===== config.mk =====
export PLATFORM = sky130hd
export DESIGN_NAME = serial_sub_seq
export DESIGN_NICKNAME = d
export VERILOG_FILES = /design/src/rtl/alu_pkg.sv /design/src/rtl/sub_borrow_full.sv /design/src/rtl/serial_sub_seq.sv
export SDC_FILE = /design/constraint.sdc
export NUM_CORES = 1
export LEC_CHECK = 0
export ABC_AREA = 1
export CAP_MARGIN = 20
export CORE_ASPECT_RATIO = 0.6
export CORE_MARGIN = 5
export CORE_UTILIZATION = 45
export DETAILED_ROUTE_END_ITERATION = 16
export PLACE_DENSITY = 0.69
export SLEW_MARGIN = 20
export SYNTH_ARGS = -nofsm -noshare
export SYNTH_HDL_FRONTEND = slang
export SYNTH_HIERARCHICAL = 1
export SYNTH_SLANG_ARGS = --single-unit

===== constraint.sdc =====
create_clock -name clk -period 1.38 [get_ports clk]
set_input_delay 0.207 -clock clk [delete_from_list [all_inputs] [get_ports clk]]
set_output_delay 0.207 -clock clk [all_outputs]
set_load 0.01 [all_outputs]

===== src/rtl/alu_pkg.sv =====
// Shared ALU definitions: default operand width and the subtract sequencer states.
package alu_pkg;

    localparam int ALU_WIDTH_DEFAULT = 8;

    typedef enum logic [1:0] {
        IDLE = 2'd0,
        RUN  = 2'd1,
        DONE = 2'd2
    } sub_state_t;

endpackage


===== src/rtl/sub_borrow_full.sv =====
// 1-bit full subtractor: out = A - B - bin, cout is the borrow into the next bit.
module sub_borrow_full (
    input  logic A,
    input  logic B,
    input  logic bin,
    output logic out,
    output logic cout
);

    assign out  = A ^ B ^ bin;
    assign cout = (~A & B) | (~(A ^ B) & bin);

endmodule


===== src/rtl/serial_sub_seq.sv =====
// Bit-serial subtract sequencer: computes a - b LSB-first through one sub_borrow_full cell.
module serial_sub_seq
    import alu_pkg::*;
#(
    parameter int WIDTH = ALU_WIDTH_DEFAULT
) (
    input  logic             clk,
    input  logic             rst_n,
    input  logic             start,
    input  logic [WIDTH-1:0] a,
    input  logic [WIDTH-1:0] b,
    output logic             busy,
    output logic             done,
    output logic [WIDTH-1:0] diff,
    output logic             borrow_out,
    output logic             ovf,
    output logic             zero
);

    localparam int CW = (WIDTH > 1) ? $clog2(WIDTH) : 1;
    localparam logic [CW-1:0] LAST_BIT = CW'(WIDTH - 1);

    sub_state_t       state;
    sub_state_t       state_next;
    logic [CW-1:0]    cnt;
    logic [WIDTH-1:0] a_sr;
    logic [WIDTH-1:0] b_sr;
    logic             borrow_q;
    logic             a_msb;
    logic             b_msb;
    logic             cell_d;
    logic             cell_bout;
    logic             accept;
    logic             last_bit;
    logic [WIDTH-1:0] diff_next;

    sub_borrow_full u_cell (
        .A    (a_sr[0]),
        .B    (b_sr[0]),
        .bin  (borrow_q),
        .out  (cell_d),
        .cout (cell_bout)
    );

    // A start is only honoured when no bits are in flight.
    assign accept    = start && (state != RUN);
    assign last_bit  = (state == RUN) && (cnt == LAST_BIT);
    assign diff_next = {cell_d, diff[WIDTH-1:1]};

    assign busy = (state == RUN);
    assign done = (state == DONE);

    always_comb begin
        state_next = state;
        case (state)
            IDLE:    if (start) state_next = RUN;
            RUN:     if (cnt == LAST_BIT) state_next = DONE;
            DONE:    state_next = start ? RUN : IDLE;
            default: state_next = IDLE;
        endcase
    end

    always_ff @(posedge clk or negedge rst_n) begin
        if (!rst_n) begin
            state <= IDLE;
        end else begin
            state <= state_next;
        end
    end

    // Operand shift registers, borrow feedback and bit counter.
    always_ff @(posedge clk or negedge rst_n) begin
        if (!rst_n) begin
            a_sr     <= '0;
            b_sr     <= '0;
            a_msb    <= 1'b0;
            b_msb    <= 1'b0;
            borrow_q <= 1'b0;
            cnt      <= '0;
        end else if (accept) begin
            a_sr     <= a;
            b_sr     <= b;
            a_msb    <= a[WIDTH-1];
            b_msb    <= b[WIDTH-1];
            borrow_q <= 1'b0;
            cnt      <= '0;
        end else if (state == RUN) begin
            a_sr     <= {1'b0, a_sr[WIDTH-1:1]};
            b_sr     <= {1'b0, b_sr[WIDTH-1:1]};
            borrow_q <= cell_bout;
            if (!last_bit) begin
                cnt <= cnt + CW'(1);
            end
        end
    end

    // Result and flags; flags settle on the final bit and hold until the next start.
    always_ff @(posedge clk or negedge rst_n) begin
        if (!rst_n) begin
            diff       <= '0;
            borrow_out <= 1'b0;
            ovf        <= 1'b0;
            zero       <= 1'b0;
        end else if (accept) begin
            diff       <= '0;
            borrow_out <= 1'b0;
            ovf        <= 1'b0;
            zero       <= 1'b0;
        end else if (state == RUN) begin
            diff <= diff_next;
            if (last_bit) begin
                borrow_out <= cell_bout;
                ovf        <= (a_msb != b_msb) && (cell_d != a_msb);
                zero       <= (diff_next == '0);
            end
        end
    end

endmodule


==> results.md, run 1 <==
* Outcome: finished, final reports clean
* Final setup vio count at 0
* Buf/Inv on CP at 1
* CP startpoint kind: flop
* DR top layer: met4
* DRT iter0 DRCs at slightly below 80
* H-Tree Depth at 2
* WP data required at 1620 ps
* Root buffer cell: clkbuf_8
* DP HPWL at about 2.7 mm
* RR Startpoint: borrow_q
* Met3 WL at 256 um
* CP endpoint kind: flop
* Register area share after synthesis at about 56%
* Final Cell Area at ~2100 um2
* Worst hold slack at roughly 280 ps
* DP Worst Slack at about 29 ps
* Post-CTS Hold Buffers at 0
* Area after DPL at between 1500 and 2000 um2
* Highest-delay cell along the critical path: fa_1
* Slowest cell delay on critical path at approximately 510 ps
* WS Path Type: reg2reg
* Post-placement cell count at ~260
* Die Width at 86.29 um
* Skew final at 11.06 ps
* Leak Pwr at about 1.1 nW
* Final core utilization at between 60% and 70%
* Gpl congestion at slightly below 0.8
* Hold Crit Class: in2async
* PD cells at between 2000 and 2500 nW/um2
* Finished Layout Cells at approximately 270
* Slack of the critical path at 6.719 ps
* ANT cells at 0
* Met2 wire len at around 1.7 mm
* CP delay by family, top: adder cells
* Syn Std Cell Area at between 1500 and 2000 um2
* CTS Buf Count at 5
* Drt wl/cell at around 14 um
* Crit-path most repeated cell: nand2_1
* GRT Total Usage at roughly 17%
* R2r setup slk at between 6 and 7 ps
* R2r endpoint: zero
* Setup TNS at 0 ps
* VDD IR max at ~1100 uV
* Synthesized flop and latch total at 35
* Syn Area/Cell at between 8 and 9 um2
* Buffers on Ports at 31
* Die ar. at between 4000 and 5000 um2
* Vias in the first global route at ~1400
* Synth Warn # at 6
* Share of the cycle needed by the critical path after routing at 99.51%
* Fin. max-slew vios at 0
* Largest net degree at the start of global routing at 36
* Syn_nets at 201
* M1 WL at 1.648 mm
* Fmax at roughly 0.73 GHz
* Reg clk slew, reported paths at roughly 80 ps
* Die height at 55.78 um
* Slew HR at between 80% and 90%
* Max_cap viols at 0
* Ratio of cells with drive above 1 in the final layout at ~15%
* RSZ-0062 raised after global routing: yes
* Clk sink count at 35
* Cell count after synthesis at between 150 and 200
* Initial Util at ~48%
* DR vias at about 1300
* CTS tree: built
* Global route total overflow at 0
* Total wire length at between 3 and 4 mm
* CTS max path bufs at 2
* Netlist cell types at 17
* Syn-to-layout area delta at 34.63%
* Fin crit period at between 1000 and 1500 ps
* Tightest Pin Transition at between 200 and 250 ps
* DRT Pass-1 Iters at 4
* Worst skew pair latency at 300 ps
* Remaining antenna violation count at 0
* Fin. Hold Viols at 0
* Rows at 16
* Global-route wire length before repair at ~6.3 mm
* Antenna violations before repair at 0
* Vias/cell at slightly above 5
* Total power at ~4.7 mW
* Critical Path AT at ~1600 ps
* Nets at approximately 240
* Critical Path Fanout Max at 3
* Critical Path, Cell by Cell: inv_2 -> fa_1 -> nor2_1 -> nand2_1 -> nor2_1 -> nand2_1 -> nand2_1
* Io pins at 32
* Core area at approximately 3300 um2
* DRC at 0
* Worst-case reg-to-reg path depth at 7
[flip-flops by register name (all words and copies together), names as in the netlist]
register	count
a_msb	1
a_sr	8
b_msb	1
b_sr	8
borrow_out	1
borrow_q	1
cnt	3
diff	8
ovf	1
state	2
zero	1
[final cells by class]
class	instances	area [um2]
fill	288	1187
multi-input combinational	116	583.1
timing repair buffer	41	381.6
tap	45	56.30
clock buffer	5	68.82
sequential	35	875.8
inverter	22	82.58
clock inverter	3	67.56
[how the worst max path moves through the flow]
| stage | depth (start not counted) | endpoint | startpoint | slack [ps] |
|---|---|---|---|---|
| final | 7 | zero | borrow_q | 7 |
| after detailed placement | 3 | done | state[1] | 30 |
| after global routing | 7 | zero | borrow_q | -50 |
| after global placement | 3 | done | state[1] | 40 |
| after CTS | 1 | diff[0] | diff[0] | 0.4 |
| after floorplan | 6 | zero | a_sr[0] | 120 |
[layer usage]
layer	track usage (%)	vias to the layer above
met4	7.333	0
li1	-	657
met5	0	-
met3	5.769	7
met2	25.58	41
met1	21.66	644
[cell families (layout without fill, tap and decap cells)]
family | count (synthesis) | after routing | share of synthesized area, %
AOI/OAI and AO/OA | 13 | 13 | 4.777
buffers and inverters | 27 | 71 | 7.563
and+or+nand+nor | 99 | 99 | 28.26
adders and majority gates | 4 | 4 | 3.663
DFF | 35 | 35 | 55.73
[what timing repair did]
item / in CTS / in global routing
pin swaps: 0 / 4
setup buffers: 1 / 0
endpoints found under the hold margin: 0 / 0
endpoints found under the setup margin: 13 / 4
gates resized for setup: 13 / 8
[power by group]
part,switching (mW),total (mW),internal (mW)
Combinational,1.07,1.85,0.784
Clock,0.388,1.11,0.721
Sequential,0.272,1.72,1.44
[cells in the mapped netlist, drive strengths merged]
library cell | number | area (um2)
nand3 | 36 | 180.2
fa | 1 | 20.02
o21ai | 5 | 25.02
dfrtp | 35 | 875.8
ha | 3 | 37.54
o22ai | 8 | 50.05
nand2 | 55 | 226.5
clkinv | 1 | 3.750
inv | 21 | 78.83
nor2 | 8 | 37.54
buf | 5 | 36.28
[cells in the final DEF, fill, tap and decap left out, types with 3 or more instances in the layout]
master / instances
nand2_1: 51
nand3_1: 36
dfrtp_1: 35
clkdlybuf4s50_1: 18
inv_1: 14
dlygate4sd2_1: 11
buf_4: 9
o22ai_1: 8
inv_2: 7
nor2_1: 6
clkbuf_8: 5
o21ai_0: 3
ha_1: 3
(Power assumes the default switching activity.)
==> inputs of run 2 (changes only) <==
--- a/config.mk
+++ b/config.mk
@@ -8,7 +8,7 @@
 export ABC_AREA = 1
 export CAP_MARGIN = 20
 export CORE_ASPECT_RATIO = 0.6
-export CORE_MARGIN = 5
+export CORE_MARGIN = 2
 export CORE_UTILIZATION = 45
 export DETAILED_ROUTE_END_ITERATION = 16
 export PLACE_DENSITY = 0.69
==> run 2 against run 1 <==
Global-route usage grew 3.2 points. Worst hold slack gained 3.1 ps. Combinational power shrank 2%. Critical path type unchanged. Register-to-register slack gained 40 ps. Critical endpoint is now ovf. Critical path depth shrank 2. Clock power shrank 36%.
==> results.md, run 2 (synthesized netlist as in run 1, its figures left out) <==
* Root buffer cell: clkbuf_8
* Vias/cell at 5.019
* Critical Path AT at between 1500 and 2000 ps
* Commonest non-fill, non-tap cell in the layout: nand2_1
* Nets at ~240
* RSZ-0062 raised after global routing: yes
* Core area at about 3300 um2
* Total power at roughly 4.2 mW
* Largest net degree at the start of global routing at 36
* Total wire length at 3.482 mm
* CTS tree: built
* Rows at 16
* Syn-to-layout area delta at 30.41%
* Buffers on Ports at 31
* VDD IR max at between 900 and 1000 uV
* CTS max path bufs at 2
* Die ar. at around 4000 um2
* Leak Pwr at ~1.1 nW
* Global-route wire length before repair at just under 6 mm
* Clock share of power at approximately 17%
* Post-CTS Hold Buffers at 0
* Worst-case reg-to-reg path depth at 5
* GRT Total Usage at 19.98%
* WP data required at between 1500 and 2000 ps
* Multi-input gate area at roughly 580 um2
* Critical Path Fanout Max at 3
* Tightest Pin Transition at 212.9 ps
* Power share of the sequential group at roughly two fifths
* DRT Pass-1 Iters at 4
* Skew final at 5.294 ps
* Remaining antenna violation count at 0
* ANT cells at 0
* DRT iter0 DRCs at 65
* Ratio of cells with drive above 1 in the final layout at 12.22%
* Die height at roughly 50 um
* Initial Util at between 40% and 50%
* GR Util met2 at 31.39%
* Gate power share at a little over two fifths
* Fmax at approximately 0.75 GHz
* DRC at 0
* Post-CTS Setup Bufs at 0
* DR vias at 1335
* Largest registers: a_sr x8, b_sr x8, diff x8
* H-Tree Depth at 2
* R2r setup slk at around 49 ps
* Antenna violations before repair at 0
* CTS Buf Count at 5
* Most frequent cells in the layout: 51 x nand2_1, 36 x nand3_1, 35 x dfrtp_1
* GRT busiest layer: met2
* Hold Crit Class: in2async
* GR Util met1 at approximately 27%
* Slew HR at 85.78%
* Fin. max-slew vios at 0
* CP endpoint kind: flop
* Cell internal pwr at 2.542 mW
* DP HPWL at ~2.6 mm
* Final Cell Area at 2049 um2
* Max_cap viols at 0
* Register area at 875.8 um2
* Drt wl/cell at between 10 and 15 um
* Grt met3 use at roughly 5.5%
* RR Startpoint: a_sr[0]
* Outcome: finished, final reports clean
* CP startpoint kind: flop
* Fin crit period at approximately 1300 ps
* Post-placement cell count at around 260
* Fin. Hold Viols at 0
* Die Width at approximately 80 um
* PD cells at 2061 nW/um2
* Reg clk slew, reported paths at around 70 ps
* Io pins at 32
* Sw Share at between 30% and 40%
* R2r endpoint: ovf
* Psw at 1.682 mW
* Global route total overflow at 0
* Share of the cycle needed by the critical path after routing at between 90% and 100%
* Final setup vio count at 0
* Area after DPL at 1982 um2
* Vias in the first global route at approximately 1300
* WS Path Type: reg2reg
* Finished Layout Cells at approximately 270
* # fillers at just under 300
* Worst skew pair latency at about 290 ps
* Gpl congestion at approximately 0.8
* Clk sink count at 35
## run 2: changes by cell type in the layout (fill, tap and decap cells not counted), sizes merged
cell,previous run,this run
dlygate4sd2,11,13
clkinvlp,1,0
clkinv,1,4
bufinv,2,0
dlymetal6s2s,1,0
clkbuf,6,5
buf,10,9
## run 2: critical path, cell delays in order, from the launching register on
cell,delay (ps)
dfrtp_1,400
fa_1,580
inv_1,60
o21ai_1,80
nand3_1,90
nand2_1,70
## run 2: power by group through the flow
| stage | logic [mW] | clock network, mW | registers (mW) |
|---|---|---|---|
| final | 1.81 | 0.706 | 1.71 |
| after global routing | 2.02 | 0.785 | 1.76 |
| after CTS | 1.81 | 0.727 | 1.71 |
| after detailed placement | 1.91 | 0 | 1.73 |
| after global placement | 1.83 | 0 | 1.70 |
| after floorplan | 1.14 | 0 | 1.74 |
## run 2: worst max path at each step
| stage | from | to | slack, ps |
|---|---|---|---|
| after floorplan | a_sr[0] | zero | 120 |
| final | a_sr[0] | ovf | 50 |
| after global placement | a_sr[0] | zero | 80 |
| after detailed placement | a_sr[0] | ovf | 50 |
| after CTS | a_sr[0] | ovf | 30 |
| after global routing | a_sr[0] | zero | -60 |
## run 2: layer usage
metal	part of all wire, %	wire length (um)
met5	0	0
met4	1.2	41
met3	4.9	169
met2	47	1649
met1	47	1622
## run 2: layout make-up
class | count | area share (%)
flip-flops and latches | 35 | 42.73
multi-input cells | 116 | 28.14
repair buffers | 40 | 18.25
inverters | 22 | 4.029
clock buffers | 5 | 3.358
well taps | 45 | 2.747
clock inverters | 3 | 0.7326
## run 2: through the flow
stage | worst slack, ps | TNS (ps) | utilization, % | hold WS (ps)
6_report | 49.47 | 0 | 62.05 | 284.0
5_1_grt | -59.45 | -107.5 | 62.05 | 296.6
4_1_cts | 34.57 | 0 | 62.05 | 285.7
3_5_place_dp | 53.45 | 0 | 60.00 | 465.5
3_3_place_gp | 77.11 | 0 | 60.00 | 458.0
2_1_floorplan | 121.3 | 0 | - | -88.59
## run 2: repair_timing
item,in CTS,in global routing
hold endpoints to repair,0,0
gates cloned,0,0
gates resized for setup,13,1
setup endpoints to repair,13,2
